**src/rtl/i2s_pkg.sv**
```systemverilog
// Shared I2S definitions used by the 24-bit transmit and capture blocks.
//   I2S_DATA_W : sample width in bits
//   I2S_SLOT_W : SCK periods per half-frame (one channel slot)
//   sample_t   : signed PCM sample
//   ch_e       : word-select channel encoding (ws=0 left, ws=1 right)
package i2s_pkg;

  localparam int I2S_DATA_W = 24;
  localparam int I2S_SLOT_W = 32;

  typedef logic signed [I2S_DATA_W-1:0] sample_t;

  typedef enum logic {
    CH_LEFT  = 1'b0,
    CH_RIGHT = 1'b1
  } ch_e;

endpackage

```
**src/rtl/i2s_tx_shifter.sv**
```systemverilog
// I2S slot serialiser: slot bit counter, shift register and sd_o driver.
// Ports:
//   clk_i, rst_ni : system clock, async active-low reset
//   sck_fall      : one-cycle strobe, SCK falling edge seen this cycle
//   slot_start    : qualifies sck_fall as the first fall of a new slot
//   load_word     : sample to serialise, captured at slot_start
//   sd_o          : serial data, MSB first after one dummy bit
module i2s_tx_shifter
  import i2s_pkg::*;
#(
  parameter int DATA_W = I2S_DATA_W,
  parameter int SLOT_W = I2S_SLOT_W
) (
  input  logic              clk_i,
  input  logic              rst_ni,
  input  logic              sck_fall,
  input  logic              slot_start,
  input  logic [DATA_W-1:0] load_word,
  output logic              sd_o
);

  localparam int CNT_W = $clog2(SLOT_W);
  localparam logic [CNT_W-1:0] CNT_MAX  = CNT_W'(SLOT_W - 1);
  localparam logic [CNT_W-1:0] CNT_LAST = CNT_W'(DATA_W);

  logic [CNT_W-1:0]  cnt;
  logic [DATA_W-1:0] shift;

  // cnt=1 marks the fall after the dummy bit; counts 1..DATA_W emit data,
  // anything above pads with zeros and parks at CNT_MAX until the next slot.
  always_ff @(posedge clk_i or negedge rst_ni) begin
    if (!rst_ni) begin
      cnt   <= CNT_MAX;
      shift <= '0;
      sd_o  <= 1'b0;
    end else if (sck_fall) begin
      if (slot_start) begin
        cnt   <= CNT_W'(1);
        shift <= load_word;
        sd_o  <= 1'b0;
      end else if (cnt != '0 && cnt <= CNT_LAST) begin
        sd_o  <= shift[DATA_W-1];
        shift <= {shift[DATA_W-2:0], 1'b0};
        cnt   <= cnt + 1'b1;
      end else begin
        sd_o <= 1'b0;
        if (cnt != CNT_MAX) begin
          cnt <= cnt + 1'b1;
        end
      end
    end
  end

endmodule

```
**src/rtl/i2s_transmit_24.sv**
```systemverilog
// I2S 24-bit transmitter with valid/ready input and a one-pair holding buffer.
// SCK/WS are generated elsewhere synchronous to clk_i; this block only
// edge-detects them. Standard I2S one-bit delay, 24 data bits per 32-SCK slot.
// Ports:
//   clk_i, rst_ni        : system clock, async active-low reset
//   sck_i, ws_i          : I2S bit clock and word select (0=left, 1=right)
//   left_i, right_i      : signed PCM pair, taken when valid_i & ready_o
//   valid_i, ready_o     : input handshake (ready_o = holding buffer empty)
//   sd_o                 : serial data, changes after SCK falling edges
//   underrun_o           : one-cycle pulse when a left slot starts with no new pair
// Build option:
//   I2S_TX_MUTE_ON_UNDERRUN_EN : defined -> an underrun frame is sent as silence;
//                                undefined -> the previous frame is repeated.
module i2s_transmit_24
  import i2s_pkg::*;
#(
  parameter int DATA_W = I2S_DATA_W,
  parameter int SLOT_W = I2S_SLOT_W
) (
  input  logic                     clk_i,
  input  logic                     rst_ni,
  input  logic                     sck_i,
  input  logic                     ws_i,
  input  logic signed [DATA_W-1:0] left_i,
  input  logic signed [DATA_W-1:0] right_i,
  input  logic                     valid_i,
  output logic                     ready_o,
  output logic                     sd_o,
  output logic                     underrun_o
);

  logic                     sck_d;
  logic                     ws_last;
  logic                     armed;
  logic                     hold_full;
  logic signed [DATA_W-1:0] hold_l, hold_r;
  logic signed [DATA_W-1:0] act_l, act_r;

  logic              sck_fall;
  logic              slot_start;
  logic              left_start;
  logic              accept;
  logic              transfer;
  logic              underrun;
  logic [DATA_W-1:0] load_word;

  assign sck_fall   = sck_d & ~sck_i;
  // Only a genuine WS change after arming starts a slot, so release from
  // reset in the middle of a slot never emits a partial word.
  assign slot_start = sck_fall & armed & (ws_i != ws_last);
  assign left_start = slot_start & (ch_e'(ws_i) == CH_LEFT);
  assign accept     = valid_i & ready_o;
  assign transfer   = left_start & hold_full;
  assign underrun   = left_start & ~hold_full;

  // The left word is taken straight from the holding buffer so the freshly
  // transferred sample goes out in the same slot that moves it into act_*.
  always_comb begin
    load_word = act_r;
    if (ch_e'(ws_i) == CH_LEFT) begin
      if (hold_full) begin
        load_word = hold_l;
      end else begin
`ifdef I2S_TX_MUTE_ON_UNDERRUN_EN
        load_word = '0;
`else
        load_word = act_l;
`endif
      end
    end
  end

  always_ff @(posedge clk_i or negedge rst_ni) begin
    if (!rst_ni) begin
      sck_d      <= 1'b0;
      ws_last    <= 1'b0;
      armed      <= 1'b0;
      hold_full  <= 1'b0;
      hold_l     <= '0;
      hold_r     <= '0;
      act_l      <= '0;
      act_r      <= '0;
      ready_o    <= 1'b1;
      underrun_o <= 1'b0;
    end else begin
      sck_d      <= sck_i;
      underrun_o <= underrun;

      if (sck_fall) begin
        armed   <= 1'b1;
        ws_last <= ws_i;
      end

      if (transfer) begin
        act_l <= hold_l;
        act_r <= hold_r;
      end
`ifdef I2S_TX_MUTE_ON_UNDERRUN_EN
      else if (underrun) begin
        act_l <= '0;
        act_r <= '0;
      end
`endif

      // ready_o cannot be high while hold_full is set, so accept and
      // transfer never coincide.
      if (accept) begin
        hold_l    <= left_i;
        hold_r    <= right_i;
        hold_full <= 1'b1;
      end else if (transfer) begin
        hold_full <= 1'b0;
      end

      // Drops in the accept cycle; rises one cycle after the buffer empties.
      ready_o <= ~(hold_full | accept);
    end
  end

  i2s_tx_shifter #(
    .DATA_W (DATA_W),
    .SLOT_W (SLOT_W)
  ) u_shifter (
    .clk_i      (clk_i),
    .rst_ni     (rst_ni),
    .sck_fall   (sck_fall),
    .slot_start (slot_start),
    .load_word  (load_word),
    .sd_o       (sd_o)
  );

endmodule
```
**config.mk**
```make
export PLATFORM = sky130hd
export DESIGN_NAME = i2s_transmit_24
export DESIGN_NICKNAME = d
export VERILOG_FILES = /design/src/rtl/i2s_pkg.sv /design/src/rtl/i2s_tx_shifter.sv /design/src/rtl/i2s_transmit_24.sv
export SDC_FILE = /design/constraint.sdc
export NUM_CORES = 1
export LEC_CHECK = 0
export ABC_CLOCK_PERIOD_IN_PS = 2700
export CAP_MARGIN = 0
export CORE_ASPECT_RATIO = 1.5
export CORE_MARGIN = 10
export CORE_UTILIZATION = 36
export CTS_CLUSTER_DIAMETER = 50
export DETAILED_ROUTE_END_ITERATION = 6
export DONT_BUFFER_PORTS = 1
export SLEW_MARGIN = 20
export SYNTH_ARGS = -nofsm -noshare
export SYNTH_HDL_FRONTEND = slang
export SYNTH_SLANG_ARGS = --single-unit
```
**constraint.sdc**
```tcl
create_clock -name clk_i -period 2.7 [get_ports clk_i]
set_input_delay 0.405 -clock clk_i [delete_from_list [all_inputs] [get_ports clk_i]]
set_output_delay 0.405 -clock clk_i [all_outputs]
set_load 0.01 [all_outputs]
```
======== After elaboration in Yosys (flattened, before gate mapping) ========
Index checks and enable logic that the tools add are counted.
word-level totals
  register bits after elaboration ......... 132
  bits of input ports ..................... 53
  logic and storage cells ................. 47
cells by class
  add/subtract/negate cells ............... 1
  $lt $le $gt $ge ......................... 1
  equal/unequal tests ..................... 2
  multiplexer cells ....................... 11
  bitwise logic cells ..................... 12
  reduce and logical (&&, ||, !) cells .... 7
operator list
  operator                                                number
  two-way mux 24 bit                                      4
  two-way mux 5 bit                                       3
  bitwise AND 1 bit                                       7
  adder 5 x 1 -> 5 bit (second input constant)            1
  less-or-equal comparator 5 bit (second input constant)  1
  != test 5 bit (second input constant)                   1
  nonzero test 5 bit                                      1
  two-way mux 1 bit                                       4
  NOT 1 bit                                               4
  AND reduction 2 bit                                     2
  nonzero test 2 bit                                      2
  nonzero test 3 bit                                      1
  logical AND 1 bit                                       1
  != test 1 bit                                           1
  bitwise OR 1 bit                                        1

======== Logic depth before layout (Yosys ltp) ========
  depth after elaboration ................. 8
  depth in mapped cells ................... 7
  mapped depth without buffers ............ 7

======== By module ========
Synthesis repeated with hierarchy kept, for this count alone.
unflattened totals
  cells, all modules ...................... 454
  area, all modules ....................... 5,836.8 um^2
by module, submodules not included
  module           times used  cells an instance  area each (um^2)  sequential area each (um^2)
  i2s_transmit_24  1           300                4,339.2           2,553.7
  i2s_tx_shifter   1           154                1,497.7           757.0

======== Worst setup path before layout ========
Ideal clock, no wire load.
  path type ............................... reg2reg
  start point ............................. register u_shifter.cnt[0]
  end point ............................... register u_shifter.shift[10]
  arrival time ............................ 1.758 ns
  setup slack ............................. 0.805 ns
  cell stages (with the launch flop) ...... 8
  path buffers ............................ 1
  cell sequence ........................... dfstp_2 inv_1 ha_1 and2b_2 o211ai_4 buf_12 mux2i_1 a21oi_1
on the way
  longest elaborated chain between the ends .. 4
  elaborated cells on any way between the ends .. 5
ends and longest elaborated chain
  item                                                                  RTL line              source
  start, declared                                                       i2s_tx_shifter.sv:26  logic [CNT_W-1:0] cnt;
  start signal, assigned                                                i2s_tx_shifter.sv:44  cnt <= cnt + 1'b1;
  start signal, assigned                                                i2s_tx_shifter.sv:48  cnt <= cnt + 1'b1;
  less-or-equal comparator 5 bit or nonzero test 5 bit (tied branches)  i2s_tx_shifter.sv:41  end else if (cnt != '0 && cnt <= CNT_LAST) begin
  logical AND 1 bit (*)                                                 i2s_tx_shifter.sv:41
  nonzero test 2 bit (no source line) (*)                               -
  AND reduction 2 bit (no source line) (*)                              -
  end signal, assigned                                                  i2s_tx_shifter.sv:39  shift <= load_word;
  end signal, assigned                                                  i2s_tx_shifter.sv:43  shift <= {shift[DATA_W-2:0], 1'b0};
  end, declared                                                         i2s_tx_shifter.sv:27  logic [DATA_W-1:0] shift;
Every way passes the cells marked *; elsewhere a longest branch is shown, timed or not.
A chain may end at the register's enable or synchronous reset.

======== Worst setup path after layout ========
  start point ............................. register u_shifter.cnt[0]
  end point ............................... register u_shifter.cnt[1]
on the way
  longest elaborated chain between the ends .. 4
  elaborated cells on any way between the ends .. 10
ends and longest elaborated chain
  item                                                      RTL line
  adder 5 x 1 -> 5 bit, or another cell as far along        i2s_tx_shifter.sv:44, i2s_tx_shifter.sv:48
  two-way mux 5 bit or logical AND 1 bit (tied branches)    i2s_tx_shifter.sv:47, i2s_tx_shifter.sv:41
  two-way mux 5 bit or nonzero test 3 bit (tied branches)   -
  two-way mux 5 bit or AND reduction 2 bit (tied branches)  -
Several ways; a longest one is shown, not always the timed one. The select of a mux whose other input is x is not followed.

==> metrics <==
HP Class input port to asynchronous set/reset pin; post-synth top area cell dfrtp_1; Setup Skew 0.00590 ns; Placement Rows 57; fraction of layout cells with a size suffix above 1 45.0%; CP required 3.04 ns; clock slew at reported path FFs 0.06 ns; core area 16100 um^2; Die Footprint 21900 um^2; CTS Hold Bufs 1; FILL cells 1514; DR iter-0 viols 138; initial antenna violation count 0; area grow syn2layout 15.1%; Logic pwr share 25.2%; fin crit share 80.8%; GR Overflow Total 0; Detailed Place HPWL 6960 um; TritonCTS clock tree yes; Clk Latency, worst-skew pair 0.41 ns; Final min period 2.18 ns; worst-margin pin slew 0.660 ns; area of placed instances 6060 um^2; Post-Syn Area 5860 um^2; Lkg Pwr 3.00 nW; number of CTS-inserted buffers 17; setup_tns 0 ns; DR DRC count 0; Fin Hold WS -0.314 ns; DP Worst Slack 0.567 ns; GRT Total Usage 10.4%; Starting Density 36.3%; finished layout cell area 6740 um^2; # clock sinks 132; final setup fails 0; Mapped Avg Cell Area 13.8 um^2; global-route wire length before repair 17600 um; Max VDD drop 0.000415 V; Power Density 1210 nW/um^2; sw frac 25.8%; Placer Congestion 0.719; crit path setup slack, layout 0.518 ns; unrepaired setup endpoints after global routing no; post-CTS sizing 0; failing checks hold timing; max cap viols 0; vias per inst 5.01; CTS Buffer Depth 2; syn nets 480; Crit Path Class flip-flop to flip-flop; Yosys reg bits 132; clk root buf clkbuf_16; Layout Nets 487; sw power 2.10 mW; final hold vios 132; P_int 6.05 mW; Pre-antenna DRT Iters 4; vias in the first global route 3527; count leader, synth mux2_2; Vias 3256; top cell type's share of synthesized area 53.8%; H-Tree Depth 4; total power 8.15 mW; postcts setup bufs 0; commonest cells in the netlist mux2_2 (142), dfrtp_1 (126), nor2_1 (28), a21oi_1 (27), mux2i_1 (26); most area-consuming cells after synthesis dfrtp_1 (54%), mux2_2 (27%), mux2i_1 (4.4%); Worst EP arrival 2.52 ns; largest fanout on the critical path 5; outcome complete, but fails checks; Async S/R FF share, synth 100%; Final Util 41.8%; Final Max Tran Viols 0; Die Span X 124 um; yosys warns 0; synthesized netlist cell count 424; number of synthesized flops with an enable pin 0; Worst slew margin 55.6%; Antenna Nets Post-Route 0; antenna fix cells 0; clock power share 31.8%; I/O pin count 56; detailed-route wire length 10500 um; Distinct cells, synth 31; Synth Flop Type dfrtp_1; register area share after synthesis 56.5%; critical path endpoint category flip-flop; drt wl/cell 16.2 um; PortBufs 0; sequential share of power 43.0%; height of the die 176 um; maximum clock rate 0.458 GHz; largest net degree at the start of global routing 133; Worst setup SP type flip-flop
## sequential cells by signal, summed over array words and instances, names as in the netlist, 5 cells and up
signal,cells
act_l,24
act_r,24
hold_l,24
hold_r,24
u_shifter.cnt,5
u_shifter.shift,24
## final cells by class
| cell class | count | area (um^2) | area share (%) |
|---|---|---|---|
| flip-flops and latches | 132 | 3310 | 49.1 |
| multi-input cells | 265 | 2400 | 35.6 |
| clock buffers | 19 | 443 | 6.57 |
| well taps | 206 | 258 | 3.82 |
| clock inverters | 13 | 229 | 3.40 |
| repair buffers | 12 | 92.6 | 1.37 |
| inverters | 3 | 11.3 | 0.167 |
## power groups by stage
stage               combinational [mW]  clock [mW]  sequential [mW]
floorplan                         1.83           0             3.34
global placement                  2.01           0             3.50
detailed placement                2.09           0             3.55
CTS                               2.10        2.66             3.52
global route                      2.28        2.76             3.65
finish                            2.05        2.60             3.50
## cell usage in the layout (no fill, tap or decap), types with 2 or more instances in the layout
cell,n
a21oi_1,27
a31o_2,2
and3_1,2
buf_4,11
bufinv_16,6
clkbuf_16,17
clkinv_2,3
clkinv_4,2
dfrtp_1,126
dfstp_2,6
ha_1,3
inv_1,3
mux2_2,142
mux2i_1,26
nand2_1,13
nand2b_1,3
nor2_1,27
o21ai_0,5
## worst paths after layout
path | startpoint | end | slack, ns | cells after the start
min in group clk_i | valid_i | ready_o | 0.04 | 1
max in group asynchronous | rst_ni | ready_o | 2.75 | 0
worst max-delay path | u_shifter.cnt[0] | u_shifter.cnt[1] | 0.52 | 6
worst max register to register | u_shifter.cnt[0] | u_shifter.cnt[1] | 0.52 | 6
worst min register to register | hold_r[21] | hold_r[21] | 0.50 | 1
worst min-delay path | rst_ni | hold_r[4] | -0.31 | 0
## logic make-up after synthesis
| group | synth area share (%) |
|---|---|
| mux | 31.7 |
| flops | 56.5 |
| compound gates | 3.91 |
| fa+ha+maj | 0.641 |
| xor+xnor | 0.150 |
| buf+inv | 2.78 |
| simple gates | 4.27 |
## metal layers
metal	part of all wire [%]	GRT usage [%]
met1	41	11.2
met2	51	16.9
met3	5.4	4.09
met4	2.5	5.53
met5	0	0
## through the flow
step | cells | hold slack [ns]
2_1_floorplan | 424 | 0.109
3_3_place_gp | 617 | 0.114
3_5_place_dp | 617 | 0.113
4_1_cts | 650 | -0.346
5_1_grt | 650 | -0.347
6_report | 650 | -0.314
## critical path, stage by stage (launching register included)
cell and delay, ns:
dfstp_2 0.56, inv_1 0.08, ha_1 0.22, and2b_2 0.23, o21ai_0 0.55, a21oi_2 0.18
a32o_1 0.30
Note: power is estimated with default switching activity, not from simulation.
